$ cat src/rtl/spi_frame_ctrl.sv
// SPI frame controller: parses LOAD/SHOW command frames from an SPI byte stream,
// writes {G,R,B} pixel words to an external RAM and triggers the NeoPixel driver.
module spi_frame_ctrl #(
  parameter int NUM_PIX = 64,
  parameter int ADDR_W  = 6
) (
  input  logic              clk_i,
  input  logic              reset_i,
  input  logic [7:0]        rx_data_i,
  input  logic              rx_ready_i,
  input  logic              frame_act_i,
  input  logic              drv_busy_i,
  output logic              pix_we_o,
  output logic [ADDR_W-1:0] pix_addr_o,
  output logic [23:0]       pix_data_o,
  output logic              show_o,
  output logic              busy_o,
  output logic [7:0]        err_cnt_o,
  output logic [2:0]        dbg_state_o
);

  // Handshake: rx_ready_i qualifies rx_data_i for exactly one cycle and has no
  // back-pressure; pix_we_o and show_o are one-cycle strobes with no acknowledge,
  // and pix_addr_o/pix_data_o hold their value until the next write.
  typedef enum logic [2:0] {
    S_IDLE      = 3'd0,
    S_CMD       = 3'd1,
    S_LEN       = 3'd2,
    S_PIX       = 3'd3,
    S_SHOW_WAIT = 3'd4,
    S_DISCARD   = 3'd5
  } state_t;

  localparam logic [8:0] MAX_N = 9'(NUM_PIX);

  state_t              state_q, state_d;
  logic                act_q;
  logic [7:0]          len_q, len_d;
  logic [7:0]          idx_q, idx_d;
  logic [1:0]          phase_q, phase_d;
  logic [15:0]         asm_q, asm_d;
  logic                we_d, show_d;
  logic [ADDR_W-1:0]   addr_d;
  logic [23:0]         data_d;
  logic [7:0]          err_d;
  logic                err_inc;
  logic                act_rise, act_fall;

  assign act_rise    = frame_act_i & ~act_q;
  assign act_fall    = ~frame_act_i & act_q;
  assign busy_o      = (state_q != S_IDLE);
  assign dbg_state_o = state_q;

  always_comb begin
    state_d = state_q;
    len_d   = len_q;
    idx_d   = idx_q;
    phase_d = phase_q;
    asm_d   = asm_q;
    we_d    = 1'b0;
    addr_d  = pix_addr_o;
    data_d  = pix_data_o;
    show_d  = 1'b0;
    err_inc = 1'b0;
    err_d   = err_cnt_o;

    case (state_q)
      S_IDLE: if (act_rise) state_d = S_CMD;
      S_CMD: begin
        if (rx_ready_i) begin
          if (rx_data_i == 8'h01)      state_d = S_LEN;
          else if (rx_data_i == 8'h02) state_d = S_SHOW_WAIT;
          else begin
            state_d = S_DISCARD;
            err_inc = 1'b1;
          end
        end
      end
      S_LEN: begin
        if (rx_ready_i) begin
          if (rx_data_i != 8'd0 && {1'b0, rx_data_i} <= MAX_N) begin
            len_d   = rx_data_i;
            idx_d   = 8'd0;
            phase_d = 2'd0;
            state_d = S_PIX;
          end else begin
            state_d = S_DISCARD;
            err_inc = 1'b1;
          end
        end
      end
      S_PIX: begin
        if (rx_ready_i) begin
          asm_d = {asm_q[7:0], rx_data_i};
          if (phase_q == 2'd2) begin
            phase_d = 2'd0;
            we_d    = 1'b1;
            addr_d  = idx_q[ADDR_W-1:0];
            data_d  = {asm_q, rx_data_i};
            idx_d   = idx_q + 8'd1;
            // Leaving PIX on the final write lets it win over a same-cycle abort.
            if (idx_q == len_q - 8'd1) state_d = S_SHOW_WAIT;
          end else begin
            phase_d = phase_q + 2'd1;
          end
        end
      end
      S_SHOW_WAIT: begin
        if (!drv_busy_i) begin
          show_d  = 1'b1;
          state_d = S_IDLE;
        end
      end
      S_DISCARD: if (!frame_act_i) state_d = S_IDLE;
      default: state_d = S_IDLE;
    endcase

    // Abort is applied after the byte of this cycle has been processed.
    if (act_fall && (state_d == S_CMD || state_d == S_LEN || state_d == S_PIX)) begin
      state_d = S_IDLE;
      err_inc = 1'b1;
    end

    if (err_inc && err_cnt_o != 8'hFF) err_d = err_cnt_o + 8'd1;
  end

  always_ff @(posedge clk_i or posedge reset_i) begin
    if (reset_i) begin
      state_q    <= S_IDLE;
      act_q      <= 1'b0;
      len_q      <= 8'd0;
      idx_q      <= 8'd0;
      phase_q    <= 2'd0;
      asm_q      <= 16'd0;
      pix_we_o   <= 1'b0;
      pix_addr_o <= '0;
      pix_data_o <= 24'd0;
      show_o     <= 1'b0;
      err_cnt_o  <= 8'd0;
    end else begin
      state_q    <= state_d;
      act_q      <= frame_act_i;
      len_q      <= len_d;
      idx_q      <= idx_d;
      phase_q    <= phase_d;
      asm_q      <= asm_d;
      pix_we_o   <= we_d;
      pix_addr_o <= addr_d;
      pix_data_o <= data_d;
      show_o     <= show_d;
      err_cnt_o  <= err_d;
    end
  end

endmodule

$ cat config.mk
export PLATFORM = sky130hd
export DESIGN_NAME = spi_frame_ctrl
export DESIGN_NICKNAME = d
export VERILOG_FILES = /design/src/rtl/spi_frame_ctrl.sv
export SDC_FILE = /design/constraint.sdc
export NUM_CORES = 1
export LEC_CHECK = 0
export BUFFER_PORTS_ARGS = -buffer_cell sky130_fd_sc_hd__buf_2
export CORE_UTILIZATION = 30
export DETAILED_ROUTE_END_ITERATION = 12
export PLACE_DENSITY = 0.51
export SLEW_MARGIN = 20
export SYNTH_ARGS = -nofsm -noshare
export SYNTH_HDL_FRONTEND = slang
export SYNTH_SLANG_ARGS = --single-unit
$ cat constraint.sdc
create_clock -name clk_i -period 5.1 [get_ports clk_i]
set_clock_uncertainty 0.1 [all_clocks]
set_input_delay 0.51 -clock clk_i [delete_from_list [all_inputs] [get_ports clk_i]]
set_output_delay 0.51 -clock clk_i [all_outputs]
set_load 0.005 [all_outputs]
==> results.json <==
{
  "outcome": "finished, violations left",
  "violations": "design-rule violations",
  "finalHoldViolations": 0,
  "crit_slowest_cell": "dfrtp_1",
  "dp.cells": 501,
  "final_common_cell": "dfrtp_1",
  "track_usage": 0.133,
  "startpoint_type": "register",
  "r2r-start": "dbg_state_o[0]$_DFF_PP0_",
  "postSynthCellCount": 310,
  "area_delta_synth_final_pct": 20.3,
  "ff_latch_area_sq_um": 1950,
  "via_per_inst": 4.89,
  "cts_tree": "built",
  "most-common-layout-cells": "dfrtp_1 (78), buf_2 (56), mux2_2 (46)",
  "wl_met2_microns": 3270,
  "grt_max_degree": 50,
  "synth_compound_area_frac": 0.0650,
  "worst-path-buf-inv": 2,
  "io_pins": 57,
  "crit_path_max_incr_delay_ns": 0.57,
  "vias": 2522,
  "drc": 6,
  "synth-edff-count": 0,
  "diodes": 0,
  "synth-simple-area-share": 0.161,
  "start_util": 0.313,
  "cts.sinks": 78,
  "fill_cells": 1170,
  "ys_async_sr_fraction": 1.00,
  "power-per-cell-area_nw_per_um2": 364,
  "fin_cells": 516,
  "finalPower_mw": 1.59,
  "grt_overflow": 0,
  "wire_per_inst_microns": 14.6,
  "worstPathCellList": "nor2b_1 -> nand3_1 -> buf_4 -> nor2b_4 -> buf_4 -> nor4b_2 -> nor2_2 -> o211ai_4 -> mux2_1",
  "required_ns": 5.22,
  "path_max_fanout": 32,
  "synthesis.area_sq_um": 3640,
  "hold_buffers": 0,
  "place.gp.congestion": 0.827,
  "finalSetupTns_ns": 0,
  "htreeDepth": 3,
  "ir_worst_vdd_uv": 151,
  "multi_input_area_sq_um": 1620,
  "finalMaxSlewViolations": 0,
  "crit_top_cell": "buf_4",
  "critical_path_class": "register to register",
  "fin_nets": 385,
  "yosysTopAreaCellShare": 0.536,
  "yosysWarnings": 0,
  "synth_area_leaders": "dfrtp_1 (54%), mux2_2 (14%), xor2_1 (3.6%)",
  "drtPass1Iterations": 10,
  "die_w_microns": 112,
  "period_minus_slack_ns": 3.16,
  "grt_pass1_vias": 2608,
  "r2r-end": "err_cnt_o[1]$_DFFE_PP0P_",
  "post_cts_buffers": 0,
  "hp-class": "input port to async pin",
  "setup_viol": 0,
  "routed.top_layer": "met4",
  "fin_crit_sh": 0.620,
  "slew_headroom": 0.524,
  "numCtsBuffers": 9,
  "drtIter0Drc": 128,
  "cp_data_arrival_time_ns": 3.28,
  "seq_area_frac_synth": 0.536,
  "wl_met3_microns": 277,
  "syn_nets": 326,
  "path_clk_slew_ns": 0.06,
  "antenna_found_initial": 0,
  "synth_top_family_by_area": "simple AND/OR/NAND/NOR gates",
  "drive_gt1_frac": 0.362,
  "p_leak_nw": 2.19,
  "clk_path_buf_depth": 2,
  "synth_flop_cell": "dfrtp_1",
  "antenna_left": 0,
  "die_area_sq_um": 12600,
  "worstSetupEndpointType": "register",
  "grt_pass1_wl_microns": 13000,
  "path_delay_family": "simple AND/OR/NAND/NOR gates",
  "cts-root-buf": "clkbuf_16",
  "yosysUniqueCellTypes": 55,
  "ctsResizeCount": 0,
  "synth_area_leader_cell": "dfrtp_1",
  "worst_slew_pin_slew_ns": 0.708,
  "syn_avg_cell_area_sq_um": 11.7,
  "drt-met1-wl_microns": 3850,
  "maxCapViolCount": 0,
  "ff2ff_setup_slack_ns": 1.94,
  "rsz0062_at_grt": "no",
  "synth_mux_area_frac": 0.151,
  "rows": 39,
  "port_buffers": 56,
  "synth_xor_area_frac": 0.0554,
  "hpwl_microns": 5270,
  "routed_wl_microns": 7540,
  "fmax_mhz": 316,
  "synth_fa_ha_area_frac": 0.0103,
  "core_sq_um": 11600,
  "ys_ff_latch": 78,
  "ff2ff_path_depth": 9,
  "clk_latency_ns": 0.33,
  "die_h_microns": 112
}
==> cells by family after synthesis <==
kind of cell,after synthesis
flip-flops,78
adder cells (fa/ha/maj),3
AND/OR/NAND/NOR,109
XOR/XNOR,23
buffers and inverters,20
AO/OA/AOI/OAI,28
multiplexers,49
==> cell type report <==
cell class	count	share of cell area
inverters	9	0.00772
clock buffers	11	0.0555
multi-input cells	212	0.370
well taps	143	0.0409
repair buffers	59	0.0692
clock inverters	4	0.0109
flip-flops and latches	78	0.446
==> flip-flops by register name, indices dropped and copies added, names as in the netlist <==
name and flops:
pix_addr_o 6, len_q 8, act_q 1, asm_q 16, err_cnt_o 8, pix_data_o 24, show_o 1, pix_we_o 1
phase_q 2, dbg_state_o 3, idx_q 8
==> power breakdown <==
| group | internal [mW] | switching [mW] |
|---|---|---|
| combinational | 0.114 | 0.121 |
| sequential | 0.664 | 0.0651 |
| clock | 0.388 | 0.241 |
==> how the worst max path moves through the flow <==
stage,cells after the start,start,to
global route,9,dbg_state_o[0]$_DFF_PP0_,err_cnt_o[1]$_DFFE_PP0P_
floorplan,8,rx_data_i[2],err_cnt_o[6]$_DFFE_PP0P_
CTS,9,dbg_state_o[0]$_DFF_PP0_,err_cnt_o[1]$_DFFE_PP0P_
global placement,9,dbg_state_o[0]$_DFF_PP0_,err_cnt_o[1]$_DFFE_PP0P_
detailed placement,9,dbg_state_o[0]$_DFF_PP0_,err_cnt_o[1]$_DFFE_PP0P_
finish,9,dbg_state_o[0]$_DFF_PP0_,err_cnt_o[1]$_DFFE_PP0P_
==> synthesized netlist by cell type, types with 3 or more instances <==
| library cell | instances |
|---|---|
| dfrtp_1 | 78 |
| mux2_2 | 46 |
| nand2_1 | 27 |
| nor2_1 | 19 |
| xor2_1 | 15 |
| nand3_1 | 11 |
| inv_1 | 9 |
| nor2b_1 | 8 |
| xnor2_1 | 8 |
| clkbuf_1 | 6 |
| nor3_1 | 6 |
| nand2b_1 | 5 |
| nand4_1 | 5 |
| o21ai_0 | 5 |
| buf_1 | 4 |
| nor4_1 | 4 |
| a311oi_1 | 3 |
| ha_1 | 3 |
| or3_1 | 3 |
==> per-stage QoR <==
stage           util  setup slack (ns)  instance area (sq um)  hold slack [ns]
3_3_place_gp   0.352              1.90                   4090            0.374
4_1_cts        0.377              1.91                   4380            0.180
6_report       0.377              1.94                   4380            0.167
2_1_floorplan      -              2.37                   3640            0.361
5_1_grt        0.377              1.65                   4380            0.224
3_5_place_dp   0.352              1.93                   4090            0.386
==> per-layer routing <==
metal / vias to the layer above / track usage
met1: 1244 / 0.180
met3: 11 / 0.0265
li1: 1215 / -
met4: 0 / 0.0667
met5: - / 0
met2: 52 / 0.202
(Power assumes the default switching activity.)
